==> src/rtl/kid_motion_ctrl.sv <==
// Kid sprite motion controller: once per frame tick, turns buttons and collision
// flags into facing direction, animation action and sprite top-left position.
module kid_motion_ctrl #(
  parameter logic [9:0]  SPAWN_X  = 10'd32,
  parameter logic [9:0]  SPAWN_Y  = 10'd400,
  parameter int unsigned WALK_V   = 3,
  parameter int unsigned JUMP_V   = 8,
  parameter int unsigned DJUMP_V  = 7,
  parameter int unsigned GRAV_DIV = 2,
  parameter int unsigned MAX_FALL = 9,
  parameter logic [9:0]  MAX_X    = 10'd609,
  parameter logic [9:0]  DEATH_Y  = 10'd458
) (
  input  logic       clk,
  input  logic       rst_n,
  input  logic       tick,
  input  logic [3:0] keys,
  input  logic [3:0] is_collide,
  output logic       direction,
  output logic [1:0] action,
  output logic [9:0] pos_x,
  output logic [9:0] pos_y
);

  localparam int unsigned PW = 10;
  localparam int unsigned XW = PW + 1;
  localparam int unsigned SW = PW + 2;
  localparam int unsigned VW = 6;
  localparam int unsigned GW = (GRAV_DIV > 1) ? $clog2(GRAV_DIV) : 1;

  localparam logic signed [VW-1:0] VY_JUMP  = -$signed(VW'(JUMP_V));
  localparam logic signed [VW-1:0] VY_DJUMP = -$signed(VW'(DJUMP_V));
  localparam logic signed [VW-1:0] VY_MAX   = $signed(VW'(MAX_FALL));
  localparam logic [GW-1:0]        GC_LAST  = GW'(GRAV_DIV - 1);

  localparam logic [1:0] ACT_IDLE = 2'b00;
  localparam logic [1:0] ACT_RUN  = 2'b01;
  localparam logic [1:0] ACT_JUMP = 2'b10;
  localparam logic [1:0] ACT_FALL = 2'b11;

  logic [PW-1:0]        pos_x_q, pos_x_d;
  logic [PW-1:0]        pos_y_q, pos_y_d;
  logic signed [VW-1:0] vy_q, vy_d;
  logic                 dir_q, dir_d;
  logic [1:0]           act_q, act_d;
  logic                 air_q, air_d;
  logic                 jprev_q, jprev_d;
  logic [GW-1:0]        gc_q, gc_d;

  logic                 grounded, jp, gc_wrap;
  logic                 blk_up, blk_dn, mv_l, mv_r, moved, respawn;
  logic signed [VW-1:0] vy_n;
  logic signed [SW-1:0] y_sum;
  logic [XW-1:0]        x_sum;

  // State register
  always_ff @(posedge clk) begin
    if (!rst_n) begin
      pos_x_q <= SPAWN_X;
      pos_y_q <= SPAWN_Y;
      vy_q    <= '0;
      dir_q   <= 1'b1;
      act_q   <= ACT_IDLE;
      air_q   <= 1'b1;
      jprev_q <= 1'b0;
      gc_q    <= '0;
    end else begin
      pos_x_q <= pos_x_d;
      pos_y_q <= pos_y_d;
      vy_q    <= vy_d;
      dir_q   <= dir_d;
      act_q   <= act_d;
      air_q   <= air_d;
      jprev_q <= jprev_d;
      gc_q    <= gc_d;
    end
  end

  // Per-tick physics update; state holds between ticks
  always_comb begin
    pos_x_d  = pos_x_q;
    pos_y_d  = pos_y_q;
    vy_d     = vy_q;
    dir_d    = dir_q;
    act_d    = act_q;
    air_d    = air_q;
    jprev_d  = jprev_q;
    gc_d     = gc_q;
    grounded = is_collide[1];
    jp       = keys[2] & ~jprev_q;
    gc_wrap  = (gc_q == GC_LAST);
    vy_n     = vy_q;
    y_sum    = '0;
    x_sum    = '0;
    blk_up   = 1'b0;
    blk_dn   = 1'b0;
    mv_l     = keys[0] & ~keys[1];
    mv_r     = keys[1] & ~keys[0];
    moved    = 1'b0;
    respawn  = 1'b0;

    if (tick) begin
      jprev_d = keys[2];
      gc_d    = gc_wrap ? '0 : gc_q + GW'(1);

      if (grounded && jp) begin
        vy_n  = VY_JUMP;
        air_d = 1'b1;
        gc_d  = '0;
      end else if (!grounded && jp && air_q) begin
        vy_n  = VY_DJUMP;
        air_d = 1'b0;
        gc_d  = '0;
      end else if (!keys[2] && vy_q[VW-1]) begin
        vy_n = vy_q >>> 1;
      end else if (grounded && !vy_q[VW-1]) begin
        vy_n  = '0;
        air_d = 1'b1;
      end else begin
        if (gc_wrap) vy_n = vy_q + VW'(1);
        if (vy_n > VY_MAX) vy_n = VY_MAX;
      end

      // Vertical move; upward saturates at row 0
      y_sum  = $signed({2'b00, pos_y_q}) + $signed({{(SW-VW){vy_n[VW-1]}}, vy_n});
      blk_up = vy_n[VW-1] & is_collide[0];
      blk_dn = ~vy_n[VW-1] & (|vy_n) & is_collide[1];
      if (blk_up) begin
        vy_n = '0;
      end else if (!blk_dn) begin
        if (y_sum[SW-1])            pos_y_d = '0;
        else if (|y_sum[SW-2:PW])   pos_y_d = '1;
        else                        pos_y_d = y_sum[PW-1:0];
      end
      vy_d = vy_n;

      if (mv_l) begin
        dir_d = 1'b0;
        if (!is_collide[2])
          pos_x_d = (pos_x_q < PW'(WALK_V)) ? '0 : pos_x_q - PW'(WALK_V);
      end else if (mv_r) begin
        dir_d = 1'b1;
        if (!is_collide[3]) begin
          x_sum   = {1'b0, pos_x_q} + XW'(WALK_V);
          pos_x_d = (x_sum > {1'b0, MAX_X}) ? MAX_X : x_sum[PW-1:0];
        end
      end
      moved = (pos_x_d != pos_x_q);

      if (vy_n[VW-1])   act_d = ACT_JUMP;
      else if (!grounded) act_d = ACT_FALL;
      else if (moved)   act_d = ACT_RUN;
      else              act_d = ACT_IDLE;

      // Respawn keeps the freshly sampled jump button so a held jump cannot relaunch
      respawn = keys[3] | (pos_y_d > DEATH_Y);
      if (respawn) begin
        pos_x_d = SPAWN_X;
        pos_y_d = SPAWN_Y;
        vy_d    = '0;
        dir_d   = 1'b1;
        act_d   = ACT_IDLE;
        air_d   = 1'b1;
        gc_d    = '0;
      end
    end
  end

  assign direction = dir_q;
  assign action    = act_q;
  assign pos_x     = pos_x_q;
  assign pos_y     = pos_y_q;

endmodule
==> config.mk <==
export PLATFORM = sky130hd
export DESIGN_NAME = kid_motion_ctrl
export DESIGN_NICKNAME = d
export VERILOG_FILES = /design/src/rtl/kid_motion_ctrl.sv
export SDC_FILE = /design/constraint.sdc
export NUM_CORES = 1
export LEC_CHECK = 0
export ABC_CLOCK_PERIOD_IN_PS = 6100
export CELL_PAD_IN_SITES_DETAIL_PLACEMENT = 1
export CELL_PAD_IN_SITES_GLOBAL_PLACEMENT = 1
export CORE_ASPECT_RATIO = 0.8
export CORE_MARGIN = 2
export CORE_UTILIZATION = 25
export CTS_BUF_LIST = sky130_fd_sc_hd__clkbuf_8
export DETAILED_ROUTE_END_ITERATION = 8
export PLACE_DENSITY_LB_ADDON = 0.25
export SLEW_MARGIN = 20
export SYNTH_ARGS = -nofsm -noshare
export SYNTH_HDL_FRONTEND = slang
export SYNTH_SLANG_ARGS = --single-unit
==> constraint.sdc <==
create_clock -name clk -period 6.1 [get_ports clk]
set_clock_uncertainty 0.05 [all_clocks]
set_input_delay 1.22 -clock clk [delete_from_list [all_inputs] [get_ports clk]]
set_output_delay 1.22 -clock clk [all_outputs]
set_load 0.02 [all_outputs]
After elaboration in Yosys (flattened, before gate mapping)
Index checks and enable logic that the tools add are counted.

cells by class
  add/sub/neg operators = 5
  $lt $le $gt $ge = 4
  equal/unequal tests = 2
  muxes and demuxes = 45
  bitwise logic cells = 11
  reductions and logical operators = 13

operator list
  kind                   number
  $mux 10                14
  $mux 6                 15
  $mux 1                 13
  $add 11x6->12          1
  $add 10x2->11 const B  1
  $gt 11x10->1 const B   1
  $gt 10x9->1 const B    1
  $lt 10x2->1 const B    1
  $ne 10x10->1           1
  $sub 10x2->10 const B  1
  $add 6x2->6 const B    1
  $and 1x1->1            6
  $gt 6x5->1 const B     1
  $mux 2                 3
  $reduce_or 6->1        1
  $logic_and 1x1->1      5
  $ne 4x3->1 const B     1
  $not 1->1              4
  $reduce_bool 4->1      1
  $logic_not 1->1        3
  $reduce_and 3->1       1
  $reduce_bool 3->1      1
  $reduce_and 2->1       1
  $add 1x1->1 const B    1
  $or 1x1->1             1

storage, ports and cells
  flip-flop bits (word level) = 32
  bits of input ports = 11
  output and inout bits = 23
  logic and storage cells = 88

Depth between registers and ports, before layout
Gate-level depths: netlist of the first run.

  depth after elaboration = 24
  mapped depth = 19
  gate-level depth less buffers = 18

Worst setup path before layout of the first run
Ideal clock, no wire load.

  path type = input to register
  start point = input keys[2]
  end point = register vy_q[1]
  setup time = 0.117 ns
  arrival time = 4.325 ns
  required time = 5.933 ns
  slack = 1.607 ns
  cell stages on the path = 14
  buffers on the path = 1
  cell sequence = a21oi_1 o2111a_1 a21boi_0 a221o_1 ha_1 a211oi_2 o21bai_1 o211a_1 o221a_1 or4_1 a31oi_2 a211oi_2 buf_4 a32o_1

between the ends
  cells in the longest elaborated chain, start to end = 15
  elaborated cells on any way between the ends = 26
  those cells by class = add/sub (1); order compare (1); mux (12); bitwise (6); reduce/logical (6)

ends and longest elaborated chain
  what                                                   line      RTL
  start, declared                                        17        input logic [3:0] keys,
  $logic_not 1->1 / $and 1x1->1 (equally long branches)  114, 90
  $logic_and 1x1->1, on equally long branches            114, 110
  $mux 6 / $logic_and 1x1->1 (equally long branches)     114, 110
  $mux 6                                                 110       end else if (!grounded && jp && air_q) begin
  $mux 6 *                                               106       if (grounded && jp) begin
  $mux 6 *                                               102       if (tick) begin
  $add 11x6->12, or another cell as far along            125       y_sum = $signed({2'b00, pos_y_q}) + $signed({{(SW-VW){vy_n[VW-1]}}, vy_n});
  $mux 10 / $and 1x1->1 (equally long branches)          132, 127
  $mux 10 / $and 1x1->1 (equally long branches)          131, 127
  $mux 10                                                130       end else if (!blk_dn) begin
  $mux 10                                                128       if (blk_up) begin
  $mux 10                                                102
  $gt 10x9->1                                            156       respawn = keys[3] | (pos_y_d > DEATH_Y);
  $or 1x1->1                                             156
  $mux 6 *                                               157       if (respawn) begin
  end signal, assigned                                   70        vy_q <= vy_d;
  end, declared                                          43        logic signed [VW-1:0] vy_q, vy_d;

Every way passes the cells marked *; elsewhere a longest branch is shown, timed or not. The select of a mux whose other input is x is not followed.
A chain may end at the register's enable or synchronous reset.

Worst setup path in the final report of the first run
  start point = input is_collide[1]
  end point = register vy_q[4]

between the ends
  cells in the longest elaborated chain, start to end = 15
  elaborated cells on any way between the ends = 26
  those cells by class = add/sub (1); order compare (1); mux (13); bitwise (5); reduce/logical (6)

ends and longest elaborated chain
  what                                                         line      RTL
  start, declared                                              18        input logic [3:0] is_collide,
  $logic_and 1x1->1 / $logic_not 1->1 (equally long branches)  --
  $mux 6 / $logic_and 1x1->1 (equally long branches)           116, 110
  $mux 6 / $logic_and 1x1->1 (equally long branches)           114, 110
  $mux 6                                                       110
  $mux 6                                                       106
  $mux 6                                                       102
  $add 11x6->12, or another cell as far along                  125
  $mux 10 / $and 1x1->1 (equally long branches)                132, 127
  $mux 10 / $and 1x1->1 (equally long branches)                131, 127
  $mux 10                                                      130
  $mux 10                                                      128
  $mux 10                                                      102
  $gt 10x9->1                                                  156
  $or 1x1->1                                                   156
  $mux 6 *                                                     157

Marked as above.

==> results of run 1 <==
==> per-layer routing <==
layer	track usage (%)	part of all wire, %	wire length (µm)
met1	25.2	51	6190
met2	24.6	43	5160
met3	2.39	4.2	503
met4	5.11	1.5	181
met5	0	0	0
==> power by group through the flow <==
| stage | Combinational [µW] | Sequential [µW] | Clock, µW |
|---|---|---|---|
| after floorplan | 163 | 235 | 0 |
| after global placement | 232 | 235 | 0 |
| after detailed placement | 233 | 235 | 0 |
| after CTS | 235 | 231 | 204 |
| after global routing | 258 | 232 | 218 |
| final | 236 | 230 | 200 |
==> cell usage after synthesis (all sizes together) (3+ instances only) <==
master,count
a211o,3
a211oi,10
a21boi,5
a21o,6
a21oi,34
a221oi,3
a22o,11
a22oi,3
a31oi,4
a32o,5
buf,12
clkbuf,12
dfxtp,32
ha,17
inv,17
mux2i,4
nand2,37
nand2b,17
nand3,11
nand4,3
nor2,41
nor2b,11
nor3,12
nor4,4
o211ai,7
o21a,4
o21ai,38
o21bai,3
o22ai,9
o31ai,7
or2,3
or3,5
or4,5
xnor2,9
xor2,5
==> final cells by class <==
class	count	area share (%)
flip-flops and latches	32	16.1
multi-input cells	369	64.6
clock buffers	7	2.42
inverters	17	1.60
well taps	180	5.65
repair buffers	40	9.61
==> per-stage QoR <==
step | total power (µW) | setup WS (ns) | hold WS (ns)
2_1_floorplan | 398 | 1.61 | 0.455
3_5_place_dp | 468 | 0.381 | 0.427
3_3_place_gp | 467 | 0.390 | 0.417
4_1_cts | 669 | 0.691 | 0.460
5_1_grt | 708 | 0.319 | 0.497
6_report | 666 | 0.648 | 0.453
==> logic make-up (layout without fill, tap and decap cells) <==
group / Yosys count / in the layout / share of synthesized area, %
XOR/XNOR: 14 / 14 / 4.15
buffers and inverters: 41 / 64 / 5.65
AND/OR/NAND/NOR: 159 / 159 / 24.9
multiplexers: 5 / 5 / 1.51
flip-flops: 32 / 32 / 18.8
AO/OA/AOI/OAI: 173 / 173 / 38.2
adder cells (fa/ha/maj): 18 / 18 / 6.83
==> how the worst max path moves through the flow <==
stage	cells past startpoint	slack, ns	end	from
after floorplan	14	1.61	vy_q[1]$_SDFFE_PN0P_	keys[2]
after detailed placement	15	0.38	vy_q[3]$_SDFFE_PN0P_	is_collide[1]
final	15	0.65	vy_q[4]$_SDFFE_PN0P_	is_collide[1]
after CTS	15	0.69	vy_q[2]$_SDFFE_PN0P_	is_collide[1]
after global routing	17	0.32	pos_x[0]$_SDFFE_PN0P_	is_collide[1]
after global placement	15	0.39	vy_q[0]$_SDFFE_PN0P_	is_collide[1]
==> state kept, by name, summed over array words and instances (netlist names) <==
signal and flops:
jprev_q 1, pos_x 10, direction 1, action 2
pos_y 10, gc_q 1, air_q 1, vy_q 6
==> impl_metrics.json, run 1 <==
{
  "ys_seq_area_share_pct": 18.8,
  "async_flop_share_pct": 0,
  "place_area_um2": 3890,
  "synth_top_area_share_pct": 18.8,
  "wl_per_cell_um": 18.7,
  "p_comb_share_pct": 35.5,
  "worstPathBufferInverterCount": 3,
  "synth_nets": 471,
  "die_w_um": 135,
  "fillers": 1642,
  "status": "complete, no violations",
  "netlist_area_um2": 3410,
  "drt_iter0_drc": 283,
  "final_common_cell": "nor2_1",
  "portBuffers": 33,
  "fp.dieH_um": 108,
  "fin_setup_tns_ns": 0,
  "ioPinCount": 34,
  "ctsResizeCount": 0,
  "start_util_pct": 25.3,
  "required_ns": 6.25,
  "synth_edf_count": 0,
  "finish.utilization_pct": 29.6,
  "core_area_um2": 13500,
  "fmax_mhz": 183,
  "multi_input_area_um2": 2570,
  "critPathMostFrequentCell": "buf_4",
  "power_density_nw_per_um2": 167,
  "finalMaxSlewViolations": 0,
  "path_cells": "clkdlybuf4s50_1, buf_4, nor2_1, o21ai_1, o22ai_1, a21oi_1, ha_1, or2_2, o211a_1, o221a_1, or4_1, a31oi_2, a211oi_2, buf_4, a32o_1",
  "finalCritPeriodShare_pct": 89.4,
  "grt_setup_unrepaired": "no",
  "switching_share_pct": 38.0,
  "layout_common_cells": "nor2_1, nand2_1, a21oi_1, clkdlybuf4s50_1, dfxtp_1",
  "cts_buffer_depth": 2,
  "synthCells": 442,
  "rr_startpoint": "vy_q[1]$_SDFFE_PN0P_",
  "h-tree-depth": 2,
  "synth_seq_cells": 32,
  "drt_first_pass_iters": 4,
  "finalCriticalPeriod_ns": 5.45,
  "dp.cells": 638,
  "cp.arrival_ns": 5.60,
  "worstSetupEndpointType": "register",
  "rr_endpoint": "vy_q[4]$_SDFFE_PN0P_",
  "clk-insertion-delay-late_ns": 0.32,
  "maxSlewHeadroom_pct": 54.7,
  "whs_path_depth": 1,
  "worstRegToRegCells": 18,
  "crit_family": "compound AO/OA/AOI/OAI gates",
  "finalSetupViolations": 0,
  "hold_viol_final": 0,
  "syn_area_per_cell_um2": 7.71,
  "worstSetupPathType": "in -> reg",
  "max_stage_delay_ns": 0.61,
  "dieArea_um2": 14600,
  "nets": 494,
  "p_leak_uw": 0.00142,
  "post_cts.repair.setup_buffers": 0,
  "grt_pass1_wl_mm": 19.1,
  "gr-total-overflow": 0,
  "stdcell_count": 645,
  "clock_power_share_pct": 29.9,
  "p_int_uw": 413,
  "hold_path_end": "action[1]$_SDFFE_PN0P_",
  "cts_hold_buf": 0,
  "cts_buffers": 5,
  "worst_pin_slew_ns": 0.679,
  "viasPerCell": 5.54,
  "ant_nets": 0,
  "yosysWarnings": 0,
  "grt_max_degree": 22,
  "ys_types": 87,
  "ys.flop_type": "dfxtp_1",
  "synthTopCellsByArea": "dfxtp_1, ha_1, a21oi_1",
  "final_area_um2": 3980,
  "root_buffer": "clkbuf_8",
  "num_vias": 3571,
  "cp_max_fo": 14,
  "antenna_found_initial": 0,
  "cp_slowest_cell": "clkdlybuf4s50_1",
  "path_clk_slew_ns": 0.08,
  "cap_violations": 0,
  "clock-sinks": 32,
  "hp-class": "reg -> reg",
  "drc": 0,
  "wirelength_mm": 12.0,
  "grtUsageTotal_pct": 16.8,
  "gp_congestion": 0.875,
  "fp-row-count": 38,
  "hold_start": "action[1]$_SDFFE_PN0P_",
  "seq_power_share_pct": 34.6,
  "area_growth_pct": 16.9,
  "antenna_cells": 0,
  "startpoint_type": "primary input",
  "seq_area_um2": 641,
  "power.switching_uw": 253,
  "yosys.area.top_type": "dfxtp_1",
  "reg2reg_slack_ns": 1.13,
  "grt_pass1_vias": 3426,
  "drive_above_1_share_pct": 9.89,
  "cts_tree": "done",
  "hpwl_mm": 8.96,
  "ir_worst_vdd_v": 0.0000810
}
(Power assumes the default switching activity.)
==> inputs of run 2 (changes only) <==
- ABC_AREA: default -> 1
==> run 2 against run 1 <==
Worst hold slack worse by 0.018 ns. Synthesized cell count is 25% higher. Utilization is 0.57 points higher. First-iteration DRC count is 51% lower. Clock power is 4% higher. Via count is 1.0% higher. Largest power group unchanged. Total power is 17% higher. Fmax is 6.8% higher. Combinational power is 41% higher. Critical endpoint is now pos_x[1]$_SDFFE_PN0P_. Cell area is 2.2% lower. Clock-buffer cell count is 2 lower. Setup slack better by 0.35 ns.
==> impl_metrics.json, run 2 <==
{
  "synthCells": 553,
  "root_buffer": "clkbuf_8",
  "reg2reg_slack_ns": 2.05,
  "syn_area_per_cell_um2": 6.00,
  "power_density_nw_per_um2": 200,
  "yosysWarnings": 0,
  "multi_input_area_um2": 2320,
  "drive_above_1_share_pct": 8.28,
  "grt_setup_unrepaired": "no",
  "hpwl_mm": 9.23,
  "core_area_um2": 12900,
  "num_vias": 3607,
  "fp-row-count": 37,
  "die_w_um": 133,
  "portBuffers": 33,
  "finalMaxSlewViolations": 0,
  "h-tree-depth": 2,
  "clock-sinks": 32,
  "synthTopCellsByCount": "nand2_1, inv_1, nor2_1",
  "post_cts.repair.setup_buffers": 0,
  "gr-total-overflow": 0,
  "fin_setup_tns_ns": 0,
  "grtUsageTotal_pct": 16.2,
  "synthTopCellsByArea": "dfxtp_1, nand2_1, inv_1",
  "wirelength_mm": 11.3,
  "status": "complete, no violations",
  "power.switching_uw": 322,
  "cts_buffer_depth": 2,
  "wirelength_met1_mm": 6.29,
  "worstSetupEndpointType": "register",
  "dieArea_um2": 14200,
  "hold_viol_final": 0,
  "fp.dieH_um": 107,
  "async_flop_share_pct": 0,
  "crit_family": "simple AND/OR/NAND/NOR gates",
  "worstSetupPathType": "in -> reg",
  "clk-insertion-delay-late_ns": 0.30,
  "switching_share_pct": 41.4,
  "layout_common_cells": "nand2_1, inv_1, nor2_1",
  "synth_seq_cells": 32,
  "cp.arrival_ns": 5.27,
  "p_comb_share_pct": 42.7,
  "fmax_mhz": 196,
  "ctsResizeCount": 0,
  "finalSetupViolations": 0,
  "area_growth_pct": 17.5,
  "antenna_cells": 0,
  "path_clk_slew_ns": 0.07,
  "clock_power_share_pct": 26.7,
  "grt_pass1_vias": 3643,
  "grt_max_degree": 23,
  "antenna_found_initial": 0,
  "seq_power_share_pct": 30.6,
  "synth_top_area_share_pct": 19.3,
  "ys_seq_area_share_pct": 19.3,
  "fin_hold_ws_ns": 0.435,
  "ant_nets": 0,
  "cts_tree": "done",
  "cts_hold_buf": 0,
  "netlist_area_um2": 3320,
  "yosys.area.top_type": "dfxtp_1",
  "highest_layer": "met4",
  "viasPerCell": 4.78,
  "maxSlewHeadroom_pct": 38.4,
  "finalCritPeriodShare_pct": 83.7,
  "p_int_uw": 457,
  "cap_violations": 0,
  "grt_pass1_wl_mm": 18.7,
  "route.met3.wl_um": 290,
  "ir_worst_vdd_v": 0.0000727,
  "ys.flop_type": "dfxtp_1",
  "drt_iter0_drc": 140,
  "cp_max_fo": 10,
  "synth_most_common_cell": "nand2_1",
  "ys_types": 40,
  "cts_buffers": 5,
  "dr_wl_met2_mm": 4.74,
  "dp.cells": 747,
  "synth_nets": 582,
  "ioPinCount": 34,
  "finalCriticalPeriod_ns": 5.11,
  "required_ns": 6.26,
  "start_util_pct": 25.7,
  "gp_congestion": 0.824,
  "nets": 608,
  "critPathMostFrequentCell": "nand2_1",
  "wl_per_cell_um": 15.0,
  "seq_area_um2": 641,
  "startpoint_type": "primary input",
  "worst_pin_slew_ns": 0.923,
  "max_stage_delay_ns": 0.55,
  "synth_edf_count": 0,
  "drt_first_pass_iters": 4,
  "final_common_cell": "nand2_1",
  "drc": 0,
  "cp_slowest_cell": "clkdlybuf4s50_1",
  "p_leak_uw": 0.00171,
  "stdcell_count": 755,
  "fillers": 1685,
  "worstPathBufferInverterCount": 4,
  "hp-class": "reg -> reg"
}
## run 2: changes by cell type after synthesis, sizes merged, moves of 10 or more
cell	before	now
nand2b	17	0
nor2	41	58
a22o	11	0
nand3	11	50
nand4	3	13
inv	17	71
nand2	37	174
nor2b	11	0
## run 2: power groups by stage
| stage | clock network [µW] | registers (µW) | logic (µW) |
|---|---|---|---|
| 2_1_floorplan | 0 | 245 | 244 |
| 3_3_place_gp | 0 | 244 | 328 |
| 3_5_place_dp | 0 | 244 | 334 |
| 4_1_cts | 214 | 239 | 336 |
| 5_1_grt | 223 | 241 | 377 |
| 6_report | 208 | 239 | 333 |
## run 2: routing by layer
layer / GRT usage [%] / vias to the layer above
met2: 24.9 / 36
met1: 24.4 / 1717
met5: 0 / -
met3: 2.74 / 4
met4: 1.61 / 0
li1: - / 1850
## run 2: cell type report
| class | count | share of cell area [%] |
|---|---|---|
| Clock buffer | 5 | 1.77 |
| Inverter | 75 | 7.22 |
| Clock inverter | 3 | 0.995 |
| Timing Repair Buffer | 33 | 8.48 |
| Multi-Input combinational cell | 432 | 59.5 |
| Tap cell | 175 | 5.62 |
| Sequential cell | 32 | 16.4 |
## run 2: worst min-delay path: stages (launching register included)
cell and delay, ns:
dfxtp_1 0.32, nand2_1 0.06, a21oi_1 0.06
## run 2: worst paths after layout
| kind | start | endpoint | depth (start not counted) |
|---|---|---|---|
| setup / recovery | keys[2] | pos_x[1]$_SDFFE_PN0P_ | 25 |
| hold / removal | action[0]$_SDFFE_PN0P_ | action[0]$_SDFFE_PN0P_ | 2 |
| setup reg to reg | vy_q[1]$_SDFFE_PN0P_ | pos_x[1]$_SDFFE_PN0P_ | 25 |
| hold reg to reg | action[0]$_SDFFE_PN0P_ | action[0]$_SDFFE_PN0P_ | 2 |
## run 2: logic make-up after synthesis
| kind of cell | share of synthesized area (%) |
|---|---|
| AO/OA/AOI/OAI | 17.8 |
| XOR/XNOR | 4.64 |
| adder cells (fa/ha/maj) | 7.02 |
| buffers and inverters | 10.8 |
| flip-flops | 19.3 |
| AND/OR/NAND/NOR | 40.5 |
## run 2: stage by stage
stage | cell area (µm²) | utilization (%) | worst slack, ns | power, µW
finish | 3900 | 30.2 | 0.993 | 779
floorplan | 3320 | - | 2.07 | 489
global placement | 3790 | 29.3 | 0.749 | 572
CTS | 3900 | 30.2 | 0.972 | 789
global route | 3900 | 30.2 | 0.468 | 841
detailed placement | 3790 | 29.3 | 0.686 | 578
